**src/rtl/GAM_package.sv**
```systemverilog
// Shared constants and types for the GAM datapath.
package GAM_package;

  localparam int unsigned VECTOR_LEN = 16;
  localparam int unsigned ELEM_W     = 8;

  // Width of the squared-distance sum; wide enough that it can never overflow.
  localparam int unsigned ED_SUM_W = 2 * ELEM_W + $clog2(VECTOR_LEN);

  typedef logic [VECTOR_LEN*ELEM_W-1:0] node_vector_T;

endpackage

```
**src/rtl/ed_sq_diff.sv**
```systemverilog
// One element lane: registered |x - w|, then registered square of that difference.
module ed_sq_diff
  import GAM_package::*;
#(
  parameter int unsigned ELEM_W = GAM_package::ELEM_W
) (
  input  logic                  clk_i,
  input  logic                  rst_i,
  input  logic                  ld_diff_i,
  input  logic                  ld_sq_i,
  input  logic [ELEM_W-1:0]     x_e_i,
  input  logic [ELEM_W-1:0]     w_e_i,
  output logic [2*ELEM_W-1:0]   sq_o
);

  logic [ELEM_W-1:0]   diff_d, diff_q;
  logic [2*ELEM_W-1:0] sq_d, sq_q;

  // Next-state: each register loads only when its stage's incoming valid is set.
  always_comb begin
    diff_d = diff_q;
    sq_d   = sq_q;
    if (ld_diff_i) begin
      diff_d = (x_e_i >= w_e_i) ? (x_e_i - w_e_i) : (w_e_i - x_e_i);
    end
    if (ld_sq_i) begin
      sq_d = (2*ELEM_W)'(diff_q) * (2*ELEM_W)'(diff_q);
    end
  end

  // Stage registers with synchronous reset.
  always_ff @(posedge clk_i) begin
    if (rst_i) begin
      diff_q <= '0;
      sq_q   <= '0;
    end else begin
      diff_q <= diff_d;
      sq_q   <= sq_d;
    end
  end

  assign sq_o = sq_q;

endmodule

```
**src/rtl/ed_calculator.sv**
```systemverilog
// Pipelined squared-Euclidean-distance engine: ED = sum_j (x_j - w_j)^2, latency 3.
// Optional feature macro ED_SQRT_EN: adds a fourth stage holding floor(sqrt(sum)),
// so ED becomes the true Euclidean distance with latency 4.
module ed_calculator
  import GAM_package::*;
#(
  parameter int unsigned VECTOR_LEN = GAM_package::VECTOR_LEN,
  parameter int unsigned ELEM_W     = GAM_package::ELEM_W
) (
  input  logic                         clk,
  input  logic                         rst,
  input  logic                         in_valid,
  input  logic [VECTOR_LEN*ELEM_W-1:0] x,
  input  logic [VECTOR_LEN*ELEM_W-1:0] w,
  output logic                         out_valid,
  output logic [31:0]                  ED
);

  localparam int unsigned SqW       = 2 * ELEM_W;
  localparam int unsigned LvlN      = $clog2(VECTOR_LEN);
  localparam int unsigned SumW      = SqW + LvlN;
  // Tree is padded to a power of two; unused leaves are zero.
  localparam int unsigned NumLeaves = 1 << LvlN;
  localparam int unsigned NumNodes  = 2 * NumLeaves - 1;

  logic [SqW-1:0]  sq [VECTOR_LEN];
  logic [SumW-1:0] tree [NumNodes];
  logic            v1_d, v1_q, v2_d, v2_q, v3_d, v3_q;
  logic [SumW-1:0] sum_d, sum_q;

  for (genvar j = 0; j < VECTOR_LEN; j++) begin : g_elem
    ed_sq_diff #(
      .ELEM_W (ELEM_W)
    ) u_sq_diff (
      .clk_i     (clk),
      .rst_i     (rst),
      .ld_diff_i (in_valid),
      .ld_sq_i   (v1_q),
      .x_e_i     (x[j*ELEM_W +: ELEM_W]),
      .w_e_i     (w[j*ELEM_W +: ELEM_W]),
      .sq_o      (sq[j])
    );
  end

  // Balanced adder tree in heap order: root at 0, children of i at 2i+1 and 2i+2.
  always_comb begin
    for (int i = 0; i < int'(NumNodes); i++) begin
      tree[i] = '0;
    end
    for (int j = 0; j < int'(VECTOR_LEN); j++) begin
      tree[int'(NumLeaves) - 1 + j] = SumW'(sq[j]);
    end
    for (int i = int'(NumLeaves) - 2; i >= 0; i--) begin
      tree[i] = tree[2*i+1] + tree[2*i+2];
    end
    sum_d = v2_q ? tree[0] : sum_q;
  end

  // Valid bits travel alongside the data through each stage.
  always_comb begin
    v1_d = in_valid;
    v2_d = v1_q;
    v3_d = v2_q;
  end

  // Valid and sum registers; reset discards anything in flight.
  always_ff @(posedge clk) begin
    if (rst) begin
      v1_q  <= 1'b0;
      v2_q  <= 1'b0;
      v3_q  <= 1'b0;
      sum_q <= '0;
    end else begin
      v1_q  <= v1_d;
      v2_q  <= v2_d;
      v3_q  <= v3_d;
      sum_q <= sum_d;
    end
  end

`ifdef ED_SQRT_EN
  localparam int unsigned RootW = (SumW + 1) / 2;
  localparam int unsigned RemW  = 2 * RootW + 3;

  // Non-restoring integer square root, two radicand bits per iteration.
  function automatic logic [RootW-1:0] isqrt(input logic [SumW-1:0] d);
    logic [2*RootW-1:0] dp;
    logic [RemW-1:0]    r;
    logic [RootW-1:0]   q;
    logic [RemW-1:0]    pair;
    dp = (2*RootW)'(d);
    r  = '0;
    q  = '0;
    for (int i = int'(RootW) - 1; i >= 0; i--) begin
      pair = RemW'(dp[2*i +: 2]);
      if (!r[RemW-1]) begin
        r = (r << 2) + pair - RemW'({q, 2'b01});
      end else begin
        r = (r << 2) + pair + RemW'({q, 2'b11});
      end
      q = {q[RootW-2:0], ~r[RemW-1]};
    end
    return q;
  endfunction

  logic             v4_d, v4_q;
  logic [RootW-1:0] root_d, root_q;

  // Stage 4 next-state: root loads only behind a valid stage-3 result.
  always_comb begin
    v4_d   = v3_q;
    root_d = v3_q ? isqrt(sum_q) : root_q;
  end

  // Stage 4 registers.
  always_ff @(posedge clk) begin
    if (rst) begin
      v4_q   <= 1'b0;
      root_q <= '0;
    end else begin
      v4_q   <= v4_d;
      root_q <= root_d;
    end
  end

  assign out_valid = v4_q;
  assign ED        = 32'(root_q);
`else
  assign out_valid = v3_q;
  assign ED        = 32'(sum_q);
`endif

endmodule

```
**config.mk**
```make
export PLATFORM = sky130hd
export DESIGN_NAME = ed_calculator
export DESIGN_NICKNAME = d
export VERILOG_FILES = /design/src/rtl/GAM_package.sv /design/src/rtl/ed_sq_diff.sv /design/src/rtl/ed_calculator.sv
export SDC_FILE = /design/constraint.sdc
export NUM_CORES = 2
export LEC_CHECK = 0
export ABC_AREA = 1
export CAP_MARGIN = 30
export CORE_MARGIN = 4
export CORE_UTILIZATION = 45
export DETAILED_ROUTE_END_ITERATION = 12
export DONT_BUFFER_PORTS = 1
export GPL_TIMING_DRIVEN = 0
export SLEW_MARGIN = 20
export SYNTH_ARGS = -nofsm -noshare
export SYNTH_HDL_FRONTEND = slang
export SYNTH_HIERARCHICAL = 1
export SYNTH_SLANG_ARGS = --single-unit
```
**constraint.sdc**
```tcl
create_clock -name clk -period 9.8 [get_ports clk]
set_input_delay 1.47 -clock clk [delete_from_list [all_inputs] [get_ports clk]]
set_output_delay 1.47 -clock clk [all_outputs]
set_load 0.005 [all_outputs]
```
; ---- Word-level counts from Yosys, hierarchy flattened
; Cells that the tools add are included.
; Widths: inputs -> output; s select.
[totals]
ff_bits = 407
inputBits = 259
output_inout_bits = 33
word_cells = 131
[classes]
addsub = 47
mul = 16
magnitude_cmp = 16
muxes = 16
[op_table]
columns = op, n
row1 = $mul 8x8->16, 16
row2 = $sub 8x8->8, 32
row3 = $add 16x16->17, 8
row4 = $ge 8x8->1, 16
row5 = $mux 8, 16
row6 = $add 17x17->18, 4
row7 = $add 18x18->19, 2
row8 = $add 19x19->20, 1

; ---- Longest topological paths before layout
[depth]
ltp_word = 4
depth_mapped = 26
depth_no_buf = 25

; ---- Cells and area by module
; The synthesis kept the hierarchy.
[by_module_without_submodules]
columns = mod, n_inst, cells_each, area_each_um2, seq_area_each_um2
row1 = ed_sq_diff at g_elem[2].u_sq_diff ..., 8, 564, 3597.2, 460.4
row2 = ed_sq_diff at g_elem[0].u_sq_diff ..., 4, 561, 3590.9, 460.4
row3 = ed_sq_diff at g_elem[14].u_sq_diff ..., 3, 571, 3590.9, 460.4
row4 = ed_calculator, 1, 922, 7892.6, 460.4
row5 = ed_sq_diff at g_elem[13].u_sq_diff, 1, 566, 3598.5, 460.4

; ---- Least setup slack after synthesis
; No wires, ideal clock.
[synth_timing]
path_kind = register -> register
startpoint = reg g_elem[15].u_sq_diff.sq_q[2]
endpoint = reg sum_q[8]
setup_time_ns = 0.115
arrival_ns = 4.847
t_required_ns = 9.685
setup_slack_ns = 4.837
path_stages_with_launch = 20
path_buffers = 0
synth_period_minus_slack_ns = 4.963
path_cell_list = dfxtp_1 > inv_1 > fa_1 > inv_1 > fa_1 > fa_1 > fa_1 > fa_1 > inv_1 > fa_1 > inv_1 > ha_1 > fa_1 > nand3_1 > nand2_2 > nand2_1 > nand2_2 > xor2_1 > o21ai_0 > inv_1
[synth_between]
elab_chain_len = 4
[synth_lines]
columns = item, line
row1 = start: declaration, ed_sq_diff.sv:17  ; logic [2*ELEM_W-1:0] sq_d, sq_q;
row2 = start signal: assignment, ed_sq_diff.sv:38  ; sq_q <= sq_d;
row3 = $add 16x16->17, ed_calculator.sv:54  ; tree[i] = tree[2*i+1] + tree[2*i+2];
row4 = $add 17x17->18, ed_calculator.sv:54
row5 = $add 18x18->19, ed_calculator.sv:54
row6 = $add 19x19->20, ed_calculator.sv:54
row7 = end signal: assignment, ed_calculator.sv:77  ; sum_q <= sum_d;
row8 = end: declaration, ed_calculator.sv:29  ; logic [SumW-1:0] sum_d, sum_q;
; No other way between the ends.
; A chain may end at the register's enable or synchronous reset.

; ---- Final worst setup path
[layout_timing]
startpoint = reg g_elem[9].u_sq_diff.sq_q[14]
endpoint = reg sum_q[19]
[layout_between]
elab_chain_len = 4
[layout_lines]
columns = item, line
row1 = start: declaration, ed_sq_diff.sv:17
row2 = start signal: assignment, ed_sq_diff.sv:38
row3 = $add 16x16->17, ed_calculator.sv:54
row4 = $add 17x17->18, ed_calculator.sv:54
row5 = $add 18x18->19, ed_calculator.sv:54
row6 = $add 19x19->20, ed_calculator.sv:54
; No other way between the ends.

==> impl_metrics.json <==
{
  "status": "completed",
  "synthCells": 9957,
  "cts_setup_buffers": 0,
  "ys_types": 35,
  "gp_congestion": 0.924,
  "cts_root_buf": "clkbuf_16",
  "timing_max_transition_violations_final": 0,
  "fmax_ghz": 0.179,
  "io_pins": 292,
  "clock_latency_ns": 0.67,
  "grt_usage": 0.219,
  "cts_resized": 0,
  "overflow": 0,
  "synth_area_leaders": "fa_1 (20%), inv_1 (15%), ha_1 (14%)",
  "arrival_ns": 6.14,
  "grt_first_pass_wirelength_um": 276000,
  "worst_pin_slew_ns": 0.788,
  "core_area_um2": 144000,
  "remaining_drc_errors": 0,
  "drtIter0Drc": 3000,
  "final.fill_count": 14926,
  "finalCritPeriodShare": 0.571,
  "groute.layer.met2.usage": 0.393,
  "crit_slowest_cell": "fa_1",
  "crit_required_ns": 10.35,
  "start_util": 0.454,
  "area_delta_synth_final_pct": 6.67,
  "synth_common_cells": "inv_1 (2,697), nand2_1 (2,398), nor2_1 (901), ha_1 (749), nand3_1 (732)",
  "htreeDepth": 2,
  "cp_cell_sequence": "fa_1 -> inv_1 -> fa_1 -> inv_1 -> fa_1 -> fa_1 -> fa_1 -> inv_1 -> fa_1 -> inv_1 -> ha_1 -> a21oi_1 -> nand2_1 -> a21oi_1 -> nand2_1 -> nand2_1 -> nand3_1 -> nand2_1 -> inv_1",
  "die_y_um": 389,
  "path_clk_slew_ns": 0.06,
  "worst_hold_path_type": "reg2reg",
  "first_pass_iters": 6,
  "synth-seq-cells": 391,
  "grt_use_met3": 0.0256,
  "multiInputGateArea_um2": 46000,
  "clk_path_buf_depth": 3,
  "slowest_delay_ns": 0.80,
  "busiest_layer": "met2",
  "wire_per_inst_um": 13.8,
  "setup_viol": 0,
  "hpwlAfterDp_um": 141000,
  "tritoncts": "yes",
  "io_buffer_count": 0,
  "synthFlopType": "dfxtp_1",
  "synth_largest_area_cell": "fa_1",
  "synth_edf_count": 0,
  "avgViaCountPerCell": 4.76,
  "worst_setup_path_start_kind": "flop",
  "end_kind": "flop",
  "grt_pass1_vias": 56017,
  "cpMostUsedCell": "fa_1",
  "fin_tns_setup_ns": 0,
  "wl_um": 166000,
  "die_area_um2": 152000,
  "cts_buffers": 53,
  "clock-sinks": 391,
  "critPathMaxFanout": 6,
  "grt_max_degree": 50,
  "use_met1": 0.281,
  "synth_area_per_cell_um2": 6.57,
  "drive_gt1_frac": 0.0372,
  "regArea_um2": 7830,
  "ctsHoldBuffers": 0,
  "skew_ns": 0.0397,
  "antenna_cells": 0,
  "slew_headroom": 0.475,
  "path_class": "reg2reg",
  "fp-row-count": 139,
  "ys_warn_count": 6,
  "min_period_ns": 5.60,
  "maxCapViolCount": 0,
  "netlist_area_um2": 65400,
  "ys_seq_area_frac": 0.120,
  "synth.top_cell.area_share": 0.200,
  "antenna_left": 0,
  "rsz0062_at_grt": "false",
  "die_w_um": 389,
  "finalHoldViolations": 0,
  "vias": 56960,
  "power_leakage_uw": 0.0427,
  "antenna_found_initial": 2,
  "power_density_nw_per_um2": 171,
  "fin_nets": 11684,
  "yosysMostFrequentCell": "inv_1",
  "async_flop_share": 0,
  "ir_worst_vdd_mv": 0.372,
  "hold-worst-slack_ns": 0.496
}
## per-stage QoR
stage | utilization | cells | worst slack (ns) | cell area [um^2] | power (uW)
5_1_grt | 0.484 | 11972 | 3.95 | 69800 | 13200
4_1_cts | 0.484 | 11972 | 4.19 | 69800 | 12100
3_5_place_dp | 0.471 | 11872 | 4.22 | 67900 | 9830
6_report | 0.484 | 11972 | 4.20 | 69800 | 11900
3_3_place_gp | 0.471 | 11871 | 4.24 | 67800 | 9760
2_1_floorplan | - | 9968 | 4.84 | 65400 | 7540
## area by class of cell
cell class                 instances  area share
buffer                           285      0.0201
inverter                        2722       0.146
timing repair buffer               1    0.000395
tap                             1903      0.0341
clock inverter                    30     0.00599
clock buffer                      70      0.0214
sequential                       391       0.112
multi-input combinational       6570       0.659
## state kept, by name, indices dropped and copies added (netlist names)
signal,flops
sum_q,20
g_elem.u_sq_diff/sq_o,240
v2_q,1
g_elem.u_sq_diff/diff_q,128
out_valid,1
v1_q,1
## layer usage
layer  part of all wire  vias up
li1                   -    29424
met1               0.45    26428
met2               0.49      929
met3              0.042      177
met4              0.023        2
met5           0.000078        -
## cells by family after synthesis
family,Yosys count,share of synthesized area
and+or+nand+nor,4298,0.276
AOI/OAI and AO/OA,630,0.0545
other,17,0.000976
DFF,391,0.120
buffers and inverters,3007,0.178
adders and majority gates,1401,0.343
xor gates and xnor gates,213,0.0285
## placed cells by master, fill, tap and decap left out, types with 47 or more instances in the layout
cell / instances
or2_2: 48
buf_4: 47
ha_1: 749
inv_1: 2697
xor2_1: 180
nor2_1: 901
a21oi_1: 321
o21ai_0: 197
clkbuf_1: 230
nand3_1: 732
nand4_1: 83
dfxtp_1: 390
fa_1: 652
clkbuf_16: 54
nand2_1: 2398
## path summary, 6_finish.rpt
path,from,end,slack (ns),cells after the start
max,g_elem[9].u_sq_diff/sq_o[14],sum_q[19],4.20,19
min,g_elem[12].u_sq_diff/sq_o[0],g_elem[12].u_sq_diff/sq_o[0],0.50,2
max reg2reg,g_elem[9].u_sq_diff/sq_o[14],sum_q[19],4.20,19
min reg2reg,g_elem[12].u_sq_diff/sq_o[0],g_elem[12].u_sq_diff/sq_o[0],0.50,2
## report_power, final
group          switching, uW  leakage (uW)  internal (uW)
sequential              95.5       0.00323           1740
clock                    851      0.000912           1290
combinational           5200        0.0386           2760
total                   6150        0.0427           5780
## critical path: cells and delay by family (launching register included)
family | cells | cell delay (ns)
adder cells (fa/ha/maj) | 7 | 3.85
AND/OR/NAND/NOR | 5 | 0.50
AO/OA/AOI/OAI | 2 | 0.44
flip-flops | 1 | 0.35
buffers and inverters | 5 | 0.32
Power figures use the tool's default switching activity.
